## src/rtl/div_sqrt_2_pkg.sv

```systemverilog
// Shared constants and helpers for the div_sqrt_2 datapath and its scheduler.
package div_sqrt_2_pkg;

  localparam int LAT_DEFAULT = 2;

  function automatic int width(input int n);
    return 1 << n;
  endfunction

  function automatic int clog2(input int v);
    int r;
    r = 0;
    while ((1 << r) < v) r++;
    return (r < 1) ? 1 : r;
  endfunction

  // Tag layout: {valid, id}, valid in the MSB.
  function automatic int tag_w(input int id_w);
    return id_w + 1;
  endfunction

endpackage

```

## src/rtl/div_sqrt_2_sched_rr_arbiter.sv

```systemverilog
// R-input round-robin arbiter; the pointer moves past the winner on every grant.
module div_sqrt_2_sched_rr_arbiter #(
  parameter int R    = 4,
  parameter int ID_W = 2
) (
  input  logic            clk,
  input  logic            rst,
  input  logic            en,
  input  logic [R-1:0]    req,
  output logic [R-1:0]    grant,
  output logic [ID_W-1:0] win_id
);

  logic [ID_W-1:0] ptr;
  logic            found;
  logic [ID_W-1:0] idx_b;
  int              idx;

  always_comb begin
    grant  = '0;
    win_id = '0;
    found  = 1'b0;
    idx    = 0;
    idx_b  = '0;
    for (int k = 0; k < R; k++) begin
      idx = int'(ptr) + k;
      if (idx >= R) idx = idx - R;
      idx_b = ID_W'(idx);
      if (!found && en && req[idx_b]) begin
        found        = 1'b1;
        grant[idx_b] = 1'b1;
        win_id       = idx_b;
      end
    end
  end

  always_ff @(posedge clk) begin
    if (!rst)
      ptr <= '0;
    else if (found)
      ptr <= (win_id == ID_W'(R - 1)) ? '0 : win_id + 1'b1;
  end

endmodule

```

## src/rtl/div_sqrt_2_sched.sv

```systemverilog
// Round-robin scheduler sharing one external div_sqrt_2 datapath among R requesters.
// Optional per-requester grant counters: define DIV_SQRT_2_SCHED_STATS_EN.
module div_sqrt_2_sched
  import div_sqrt_2_pkg::*;
#(
  parameter int N       = 4,
  parameter int R       = 4,
  parameter int LAT     = LAT_DEFAULT,
  parameter int MAX_OUT = 3,
  localparam int W      = width(N),
  localparam int ID_W   = clog2(R)
) (
  input  logic            clk,
  input  logic            rst,
  input  logic            flush,
  input  logic [R-1:0]    req_valid,
  input  logic [R*W-1:0]  req_data,
  output logic [R-1:0]    req_ready,
  output logic [W-1:0]    dp_in,
  input  logic [W-1:0]    dp_out,
  output logic            rsp_valid,
  output logic [ID_W-1:0] rsp_id,
  output logic [W-1:0]    rsp_data,
  output logic            busy,
  output logic [R*16-1:0] stat_grants
);

  localparam int TAG_W = tag_w(ID_W);
  localparam int CNT_W = clog2(MAX_OUT + 1);

  logic [TAG_W-1:0] tag [LAT:0];
  logic [CNT_W-1:0] in_flight;
  logic [ID_W-1:0]  win_id;
  logic [W-1:0]     sel_data;
  logic             can_issue;
  logic             acc;

  assign rsp_valid = tag[LAT][TAG_W-1];
  assign rsp_id    = tag[LAT][ID_W-1:0];
  assign rsp_data  = dp_out;
  assign busy      = (in_flight != '0);

  // A response retiring this cycle frees its slot, so the pipe can stay full.
  assign can_issue = ((in_flight < CNT_W'(MAX_OUT)) || rsp_valid) && !flush && rst;
  assign acc       = |req_ready;

  div_sqrt_2_sched_rr_arbiter #(.R(R), .ID_W(ID_W)) u_arb (
    .clk    (clk),
    .rst    (rst),
    .en     (can_issue),
    .req    (req_valid),
    .grant  (req_ready),
    .win_id (win_id)
  );

  always_comb begin
    sel_data = '0;
    for (int i = 0; i < R; i++)
      if (req_ready[i]) sel_data = req_data[i*W +: W];
  end

  always_ff @(posedge clk) begin
    if (!rst)
      dp_in <= '0;
    else if (acc)
      dp_in <= sel_data;
  end

  always_ff @(posedge clk) begin
    if (!rst || flush) begin
      for (int k = 0; k <= LAT; k++) tag[k] <= '0;
    end else begin
      tag[0] <= acc ? {1'b1, win_id} : '0;
      for (int k = 1; k <= LAT; k++) tag[k] <= tag[k-1];
    end
  end

  always_ff @(posedge clk) begin
    if (!rst || flush)
      in_flight <= '0;
    else if (acc && !rsp_valid)
      in_flight <= in_flight + 1'b1;
    else if (!acc && rsp_valid)
      in_flight <= in_flight - 1'b1;
  end

  always_ff @(posedge clk) begin
    if (rst) begin
      assert (in_flight <= CNT_W'(MAX_OUT));
      assert (!(rsp_valid && in_flight == '0));
    end
  end

`ifdef DIV_SQRT_2_SCHED_STATS_EN
  for (genvar i = 0; i < R; i++) begin : g_stat
    logic [15:0] cnt;
    always_ff @(posedge clk) begin
      if (!rst)
        cnt <= '0;
      else if (req_ready[i] && cnt != 16'hFFFF)
        cnt <= cnt + 16'd1;
    end
    assign stat_grants[i*16 +: 16] = cnt;
  end
`else
  assign stat_grants = '0;
`endif

endmodule
```

## config.mk

```make
export PLATFORM = sky130hd
export DESIGN_NAME = div_sqrt_2_sched
export DESIGN_NICKNAME = d
export VERILOG_FILES = /design/src/rtl/div_sqrt_2_pkg.sv /design/src/rtl/div_sqrt_2_sched_rr_arbiter.sv /design/src/rtl/div_sqrt_2_sched.sv
export SDC_FILE = /design/constraint.sdc
export NUM_CORES = 1
export LEC_CHECK = 0
export CAP_MARGIN = 30
export CORE_MARGIN = 2
export CORE_UTILIZATION = 36
export CTS_BUF_LIST = sky130_fd_sc_hd__clkbuf_4 sky130_fd_sc_hd__clkbuf_8 sky130_fd_sc_hd__clkbuf_16
export DETAILED_ROUTE_END_ITERATION = 16
export MAX_ROUTING_LAYER = met4
export PLACE_DENSITY = 0.83
export SLEW_MARGIN = 20
export SYNTH_ARGS = -nofsm -noshare
export SYNTH_HDL_FRONTEND = slang
export SYNTH_SLANG_ARGS = --single-unit
```

## constraint.sdc

```tcl
create_clock -name clk -period 4.6 [get_ports clk]
set_input_delay 1.15 -clock clk [delete_from_list [all_inputs] [get_ports clk]]
set_output_delay 1.15 -clock clk [all_outputs]
set_load 0.03 [all_outputs]
```

=== Word level (Yosys, flattened, before mapping) ===
Memories as Yosys holds them, arrays and structs flattened.
Cells that the tools add are included.
Widths: inputs -> output; s select.

* Add/sub/neg operators: 10
* $lt $le $gt $ge: 13
* Equal/unequal tests: 1
* Muxes and demuxes: 46
* Bitwise logic cells: 6
* Reductions and logical operators: 27

{| class="wikitable"
|+ Operators by type and width
! kind !! number
|-
| $mux 16 || 4
|-
| $mux 2 || 11
|-
| $mux 4 || 4
|-
| $logic_and 1x1->1 || 15
|-
| $mux 1 || 15
|-
| $lt 2x3->1 const B || 4
|-
| $mux 3 || 4
|-
| $or 4x4->4 || 3
|-
| $sub 2x1->2 const B || 5
|-
| $ge 3x3->1 const B || 3
|-
| $bmux 1 s2 || 4
|-
| $demux 1 s2 || 4
|-
| $ge 2x1->1 const B || 4
|-
| $logic_not 1->1 || 7
|-
| $add 2x2->3 const B || 2
|-
| $add 2x1->2 const B || 2
|-
| $reduce_bool 2->1 || 2
|-
| $reduce_or 4->1 || 1
|-
| $add 2x1->3 const B || 1
|-
| $ge 2x3->1 const B || 1
|-
| $or 1x1->1 || 3
|-
| $eq 2x2->1 const B || 1
|-
| $logic_or 1x1->1 || 2
|-
| $lt 2x2->1 const B || 1
|}

* Register bits after elaboration: 20
* Bits in writable memories: 9
* Word-level logic and storage cells: 107
* Memories: 1

{| class="wikitable"
|+ Memories
! name !! depth !! width !! rd ports !! clocked after Yosys merged registers in !! wr ports !! RTL line !! source
|-
| tag || 3 || 3 || 3 || 0 || 3 || div_sqrt_2_sched.sv:31 || <nowiki>logic [TAG_W-1:0] tag [LAT:0];</nowiki>
|}

=== Depth between registers and ports, before layout ===
Gate-level depths: netlist of run 1.

* Depth after elaboration: 23
* Gate-level depth with buffers: 16
* Gate-level depth less buffers: 11

=== Cells and area by module ===
A second synthesis of run 1 with hierarchy kept.

* Cell total of the unflattened synthesis: 328
* Area, all modules: 2721.4 um^2

{| class="wikitable"
|+ Modules (own cells, without submodules)
! module !! instances !! cells each !! area each (um^2) !! sequential area each (um^2)
|-
| div_sqrt_2_sched || 1 || 262 || 2074.5 || 540.5
|-
| div_sqrt_2_sched_rr_arbiter || 1 || 66 || 646.9 || 40.0
|}

=== Worst setup path before layout of run 1 ===
Ideal clock, no wire load.

* Path kind: input to output
* From: input req_valid[1]
* To: output req_ready[2]
* Arrival time: 2.822 ns
* Slack: 0.628 ns
* Cell stages on the path: 8
* Path buffers: 3
* Cell sequence: mux4_2 -> nor2b_1 -> and2_1 -> buf_2 -> a222oi_1 -> buf_2 -> buf_2 -> inv_1

* Longest elaborated chain between the ends: 16

{| class="wikitable"
|+ Ends and longest elaborated chain
! item !! RTL line !! source
|-
| start: declaration || div_sqrt_2_sched.sv:16 || <nowiki>input logic [R-1:0] req_valid,</nowiki>
|-
| $bmux 1 s2 || div_sqrt_2_sched_rr_arbiter.sv:29 || <nowiki>if (!found && en && req[idx_b]) begin</nowiki>
|-
| $mux 1 (not written as such) || div_sqrt_2_sched_rr_arbiter.sv:29 ||
|-
| $logic_and 1x1->1 || div_sqrt_2_sched_rr_arbiter.sv:29 ||
|-
| $mux 1 || div_sqrt_2_sched_rr_arbiter.sv:29 ||
|-
| $logic_not 1->1 || div_sqrt_2_sched_rr_arbiter.sv:29 ||
|-
| $logic_and 1x1->1 (2 in series) || div_sqrt_2_sched_rr_arbiter.sv:29 ||
|-
| $mux 1 || div_sqrt_2_sched_rr_arbiter.sv:29 ||
|-
| $logic_not 1->1 || div_sqrt_2_sched_rr_arbiter.sv:29 ||
|-
| $logic_and 1x1->1 (2 in series) || div_sqrt_2_sched_rr_arbiter.sv:29 ||
|-
| $mux 1 || div_sqrt_2_sched_rr_arbiter.sv:29 ||
|-
| $logic_not 1->1 || div_sqrt_2_sched_rr_arbiter.sv:29 ||
|-
| $logic_and 1x1->1 (2 in series) || div_sqrt_2_sched_rr_arbiter.sv:29 ||
|-
| $mux 4 * || div_sqrt_2_sched_rr_arbiter.sv:29 ||
|-
| end: declaration || div_sqrt_2_sched.sv:18 || <nowiki>output logic [R-1:0] req_ready,</nowiki>
|}

Every way passes the cells marked *; elsewhere a longest branch is shown, timed or not. The select of a mux whose other input is x is not followed.

=== Worst setup path in the final report of run 1 ===
* From: input req_valid[3]
* To: output req_ready[2]

Same word-level chain as after synthesis.

==> flow_metrics.tcl, run 1 <==
set metrics [dict create \
    initial_utilization 0.371 \
    synthesis.instances 332 \
    drt_iter0_markers 167 \
    ctsHtreeMaxLevel 2 \
    skew_ns 0.00383 \
    maximum_number_of_pins_on_one_net_before_global_route_repair 35 \
    placedInstanceArea_sq_um 3340 \
    diodes 0 \
    global_route_total_overflow 0 \
    ys_seq_area_frac 0.217 \
    p_comb_frac 0.415 \
    leakage_power_nw 1.55 \
    setup.worst_path.start_class "primary input" \
    cts.hold.buffers_added 0 \
    cp_endpoint_kind "output pin" \
    min-delay-path-class "flip-flop to flip-flop" \
    antenna_found_initial 0 \
    dr_vias 2440 \
    synth_ff_type "sky130_fd_sc_hd__dfxtp_1" \
    worst-setup-path-type "primary input to output pin" \
    detail_route.wirelength_um 7310 \
    finalWorstPathRequiredPeriod_ns 4.50 \
    tritoncts "done" \
    global_route.peak_usage_layer "met2" \
    ys_warn_count 0 \
    gr-usage-met1 0.202 \
    total_switching_power_uw 348 \
    globalRouteMet3Util 0.0317 \
    max_cap_viol_count 0 \
    post-route-period-util 0.978 \
    grtUsageMet2 0.296 \
    clock_power_share 0.282 \
    synth-edff-count 0 \
    ys_ff_latch 29 \
    total_cts_buffers 5 \
    power.switching_fraction 0.361 \
    worst_path_max_delay_cell "sky130_fd_sc_hd__mux4_2" \
    max_freq_mhz 222 \
    post_synth.cell_area_avg_sq_um 8.07 \
    intPower_uw 616 \
    syn_to_final_growth_pct 30.2 \
    cell_total_after_placement 503 \
    p_per_area_nw_per_um2 276 \
    critical_path_cell_by_cell "clkdlybuf4s50_1 > mux4_2 > nor2b_1 > and2_1 > a222oi_1 > buf_4 > inv_1 > clkdlybuf4s15_2" \
    yosysUniqueCellTypes 41 \
    fin_total_pwr_uw 964 \
    drive_gt1_frac 0.109 \
    first_global_vias 2344 \
    antenna_left 0 \
    final.setup.worst_slack_ns 0.0989 \
    gp_routability_congestion 1.02 \
    firstDrtPassIters 7 \
    synth_top_area_cell "sky130_fd_sc_hd__buf_4" \
    dieHeight_um 90.3 \
    final_cells 513 \
    postSynth.asyncResetShare 0 \
    num-fill-cells 714 \
    placement.io_buffers 94 \
    synth_area_sq_um 2680 \
    track_usage 0.173 \
    timing.final.hold_violations 0 \
    path_clk_slew_ns 0.06 \
    postLayoutCoreUtil 0.484 \
    timing.final.setup_violations 0 \
    fin_worst_hold_slack_ns 0.425 \
    hpwl_um 5720 \
    vias_per_cell 4.76 \
    finalNetCount 508 \
    max_stage_delay_ns 0.48 \
    floorplan.die_area_sq_um 8150 \
    cp_data_required_time_ns 3.45 \
    setup_total_negative_slack_ns 0 \
    cts_sinks 29 \
    synth.top_cell.area_share 0.233 \
    drt-wirelength-per-cell_um 14.2 \
    io_pins 191 \
    fp.dieW_um 90.3 \
    synth_area_leaders "sky130_fd_sc_hd__buf_4 (23%), sky130_fd_sc_hd__dfxtp_1 (22%), sky130_fd_sc_hd__o221ai_1 (5.2%)" \
    rsz_0062_raised_after_global_routing "no" \
    final_design_area_no_fill_sq_um 3490 \
    arrival_ns 3.35 \
    vdd_ir_drop_max_mv 0.103 \
    grt_first_pass_wirelength_um 11100 \
    core_area_sq_um 7210 \
    clk_latency_ns 0.27 \
    drc_errors 0 \
    cp_max_fo 5 \
    place_worst_setup_slack_ns -0.295 \
    rows 31 \
    sequential_power_share 0.303 \
    clock_tree.root_cell "sky130_fd_sc_hd__clkbuf_8" \
    number_of_max_slew_violations_in_the_final_report 0 \
    run_status "finished, final reports clean" \
    cts-root-to-sink-buffers 2 \
]
==> timing repair <==
action / in CTS / in global routing
pin swaps: 1 / 1
endpoints found under the hold margin: 0 / 0
resized for setup: 3 / 3
setup buffers: 2 / 0
endpoints found under the setup margin: 1 / 2
==> sequential cells by signal (all words and copies together) (netlist names) <==
signal	flops
u_arb.ptr	2
dp_in	16
in_flight	2
tag	9
==> cells in the final DEF (no fill, tap or decap), types with 6 or more instances in the layout <==
master / n
sky130_fd_sc_hd__a21oi_1: 6
sky130_fd_sc_hd__a31oi_1: 16
sky130_fd_sc_hd__and2_1: 8
sky130_fd_sc_hd__and3_1: 17
sky130_fd_sc_hd__buf_4: 23
sky130_fd_sc_hd__clkbuf_8: 6
sky130_fd_sc_hd__clkdlybuf4s50_1: 87
sky130_fd_sc_hd__conb_1: 64
sky130_fd_sc_hd__dfxtp_1: 29
sky130_fd_sc_hd__ha_1: 8
sky130_fd_sc_hd__inv_1: 24
sky130_fd_sc_hd__nand2_1: 23
sky130_fd_sc_hd__o21ai_0: 24
sky130_fd_sc_hd__o21ai_1: 9
sky130_fd_sc_hd__o221ai_1: 16
==> kinds of logic after synthesis <==
family | count (synthesis) | share of synthesized area
XOR/XNOR | 2 | 0.00654
other | 1 | 0.00140
adder cells (fa/ha/maj) | 8 | 0.0374
AO/OA/AOI/OAI | 82 | 0.213
AND/OR/NAND/NOR | 72 | 0.149
flip-flops | 29 | 0.217
multiplexers | 10 | 0.0565
buffers and inverters | 128 | 0.320
==> critical path: cells and delay by family <==
| family | cells | cell delay [ns] |
|---|---|---|
| simple gates | 2 | 0.31 |
| buf+inv | 4 | 0.99 |
| mux | 1 | 0.48 |
| compound gates | 1 | 0.42 |
==> path summary, 6_finish.rpt <==
| kind | cells past startpoint | endpoint | startpoint | slack (ns) |
|---|---|---|---|---|
| min | 1 | tag[0][3]$_SDFF_PP0_ | tag[0][0]$_SDFF_PP0_ | 0.42 |
| min reg2reg | 1 | tag[0][3]$_SDFF_PP0_ | tag[0][0]$_SDFF_PP0_ | 0.42 |
| max reg2reg | 14 | in_flight[1]$_SDFFE_PP0P_ | u_arb.ptr[0]$_SDFFE_PN0P_ | 0.76 |
| max | 8 | req_ready[2] | req_valid[3] | 0.1 |
==> power groups by stage <==
stage | Combinational [mW] | Clock (mW) | Sequential (mW)
5_1_grt | 0.426 | 0.290 | 0.295
3_5_place_dp | 0.394 | 0 | 0.297
3_3_place_gp | 0.385 | 0 | 0.296
4_1_cts | 0.398 | 0.276 | 0.292
2_1_floorplan | 0.280 | 0 | 0.337
6_report | 0.400 | 0.272 | 0.292
==> synthesized netlist by cell type, types with 2 or more instances <==
library cell               instances
sky130_fd_sc_hd__buf_4            83
sky130_fd_sc_hd__dfxtp_1          29
sky130_fd_sc_hd__inv_1            24
sky130_fd_sc_hd__o21ai_0          24
sky130_fd_sc_hd__nand2_1          23
sky130_fd_sc_hd__and3_1           17
sky130_fd_sc_hd__a31oi_1          16
sky130_fd_sc_hd__o221ai_1         16
sky130_fd_sc_hd__buf_2            10
sky130_fd_sc_hd__o21ai_1           9
sky130_fd_sc_hd__and2_1            8
sky130_fd_sc_hd__ha_1              8
sky130_fd_sc_hd__buf_6             7
sky130_fd_sc_hd__a21oi_1           6
sky130_fd_sc_hd__mux2i_1           5
sky130_fd_sc_hd__nor2_1            5
sky130_fd_sc_hd__mux4_2            4
sky130_fd_sc_hd__nor2b_1           4
sky130_fd_sc_hd__nand2b_1          3
sky130_fd_sc_hd__nand3b_1          3
sky130_fd_sc_hd__or3_1             3
sky130_fd_sc_hd__a221oi_4          2
sky130_fd_sc_hd__and3b_1           2
sky130_fd_sc_hd__clkbuf_1          2
sky130_fd_sc_hd__o21ai_2           2
sky130_fd_sc_hd__xor2_1            2
==> layout make-up <==
class	count	area, sq um	area share
Sequential cell	29	581	0.166
Clock inverter	2	37.5	0.0108
Multi-Input combinational cell	238	1480	0.424
Inverter	25	93.8	0.0269
Timing Repair Buffer	114	1090	0.313
Tap cell	99	124	0.0355
Clock buffer	6	82.6	0.0237
==> routing by layer <==
metal  routed length, um  share of wire
met5                   0              0
met4                 198          0.027
met3                 529          0.072
met2                3650           0.50
met1                2930           0.40
Power figures use the tool's default switching activity.
==> run 2: changes to the inputs <==
--- a/config.mk
+++ b/config.mk
@@ -12,6 +12,7 @@
 export DETAILED_ROUTE_END_ITERATION = 16
 export MAX_ROUTING_LAYER = met4
 export PLACE_DENSITY = 0.83
+export REMOVE_ABC_BUFFERS = 1
 export SLEW_MARGIN = 20
 export SYNTH_ARGS = -nofsm -noshare
 export SYNTH_HDL_FRONTEND = slang
==> run 2 against run 1 <==
Against the previous run:
- final cell count increased by 0.58%
- die area unchanged
- clock skew increased by 0.0041 ns
- critical path type unchanged
- largest power group unchanged
==> flow_metrics.tcl, run 2 (synthesized netlist as in run 1, its figures left out) <==
set metrics [dict create \
    run_status "finished, final reports clean" \
    worst-setup-path-type "primary input to output pin" \
    cp_data_required_time_ns 3.45 \
    global_route_total_overflow 0 \
    sequential_cell_area_sq_um 581 \
    biggestRegsByFlops "dp_in (16), tag (9)" \
    total_cts_buffers 5 \
    routedLengthMet1_um 3000 \
    timing.final.setup_violations 0 \
    initial_utilization 0.371 \
    core_area_sq_um 7210 \
    number_of_max_slew_violations_in_the_final_report 0 \
    antenna_left 0 \
    clock_tree.root_cell "sky130_fd_sc_hd__clkbuf_8" \
    io_pins 191 \
    setup.worst_path.start_class "primary input" \
    placedInstanceArea_sq_um 3390 \
    diodes 0 \
    rsz_0062_raised_after_global_routing "no" \
    gp_routability_congestion 0.912 \
    dieHeight_um 90.3 \
    fp.dieW_um 90.3 \
    timing.final.hold_violations 0 \
    dr_vias 2422 \
    routed.top_layer "met4" \
    vias_per_cell 4.69 \
    largest_register_ffs 16 \
    rows 31 \
    setup_total_negative_slack_ns 0 \
    min-delay-path-class "flip-flop to flip-flop" \
    met2_wirelength_um 3600 \
    vdd_ir_drop_max_mv 0.165 \
    cp_endpoint_kind "output pin" \
    ctsHtreeMaxLevel 2 \
    drc_errors 0 \
    placement.io_buffers 94 \
    drt-wirelength-per-cell_um 13.9 \
    fin_total_pwr_uw 969 \
    hpwl_um 5460 \
    cts-root-to-sink-buffers 2 \
    final_design_area_no_fill_sq_um 3520 \
    tritoncts "done" \
    postLayoutCoreUtil 0.487 \
    drive_gt1_frac 0.110 \
    cp_max_fo 5 \
    max_freq_mhz 222 \
    skew_ns 0.00789 \
    largest_register "dp_in" \
    cts_sinks 29 \
    p_per_area_nw_per_um2 276 \
    path_clk_slew_ns 0.07 \
    max_cap_viol_count 0 \
    finalWorstPathRequiredPeriod_ns 4.50 \
    drt_iter0_markers 101 \
    track_usage 0.168 \
    leakage_power_nw 1.56 \
    floorplan.die_area_sq_um 8150 \
    most-common-layout-cells "sky130_fd_sc_hd__clkdlybuf4s50_1 (89), sky130_fd_sc_hd__conb_1 (64), sky130_fd_sc_hd__dfxtp_1 (29)" \
    grt_first_pass_wirelength_um 10800 \
    first_global_vias 2241 \
    clk_latency_ns 0.27 \
    arrival_ns 3.35 \
    post-route-period-util 0.979 \
    maximum_number_of_pins_on_one_net_before_global_route_repair 35 \
    multi_input_area_sq_um 1480 \
    num-fill-cells 703 \
    antenna_found_initial 0 \
    finalNetCount 511 \
    leading_cell_type_in_the_layout_fill_and_taps_excluded "sky130_fd_sc_hd__clkdlybuf4s50_1" \
    syn_to_final_growth_pct 31.2 \
    detail_route.wirelength_um 7190 \
    firstDrtPassIters 5 \
    met3WireLength_um 562 \
]
-- run 2: changes by cell type in the layout (fill, tap and decap cells not counted), sizes merged --
cell / before / now
dlygate4sd2: 0 / 1
buf: 23 / 24
clkdlybuf4s50: 87 / 89
clkbuf: 6 / 8
clkinvlp: 1 / 0
dlymetal6s2s: 3 / 1
-- run 2: final cells by class --
type                    count  share of cell area
clock buffers               7              0.0256
clock inverters             1             0.00854
inverters                  25              0.0267
multi-input cells         238               0.420
flip-flops and latches     29               0.165
well taps                  99              0.0352
repair buffers            117               0.319
-- run 2: where the power goes --
group / leakage, nW / internal (mW) / switching [mW]
sequential: 0.237 / 0.278 / 0.0134
clock: 0.0619 / 0.182 / 0.0976
combinational: 1.26 / 0.165 / 0.233
-- run 2: repair_timing --
item                                    CTS  global route
pin swaps                                 0             1
endpoints found under the setup margin    3             1
hold buffers                              0             0
gates resized for setup                   3             4
buffers inserted                          0             1
-- run 2: path summary, 6_finish.rpt --
check / slack (ns) / start / to / cells after the start
setup reg to reg: 0.95 / u_arb.ptr[0]$_SDFFE_PN0P_ / in_flight[1]$_SDFFE_PP0P_ / 13
setup / recovery: 0.1 / req_valid[1] / req_ready[3] / 9
hold reg to reg: 0.43 / tag[0][3]$_SDFF_PP0_ / tag[0][6]$_SDFF_PP0_ / 1
hold / removal: 0.43 / tag[0][3]$_SDFF_PP0_ / tag[0][6]$_SDFF_PP0_ / 1
-- run 2: layer usage --
layer / up-vias / track usage
li1: 1171 / -
met1: 1127 / 0.191
met2: 122 / 0.289
met3: 2 / 0.0576
met4: 0 / 0.0359
met5: - / -
-- run 2: through the flow --
step	hold slack, ns	instances	setup WS, ns
6_report	0.427	516	0.0956
5_1_grt	0.446	516	0.0270
4_1_cts	0.427	515	0.0388
3_5_place_dp	0.411	507	-0.176
3_3_place_gp	0.411	507	-0.141
2_1_floorplan	0.406	292	-1.25
-- run 2: critical path: stages --
cell	delay [ns]
sky130_fd_sc_hd__clkdlybuf4s50_1	0.49
sky130_fd_sc_hd__mux4_2	0.53
sky130_fd_sc_hd__buf_4	0.16
sky130_fd_sc_hd__nor2_1	0.12
sky130_fd_sc_hd__and3_1	0.21
sky130_fd_sc_hd__buf_4	0.17
sky130_fd_sc_hd__a221oi_4	0.08
sky130_fd_sc_hd__inv_2	0.08
sky130_fd_sc_hd__clkdlybuf4s15_1	0.38
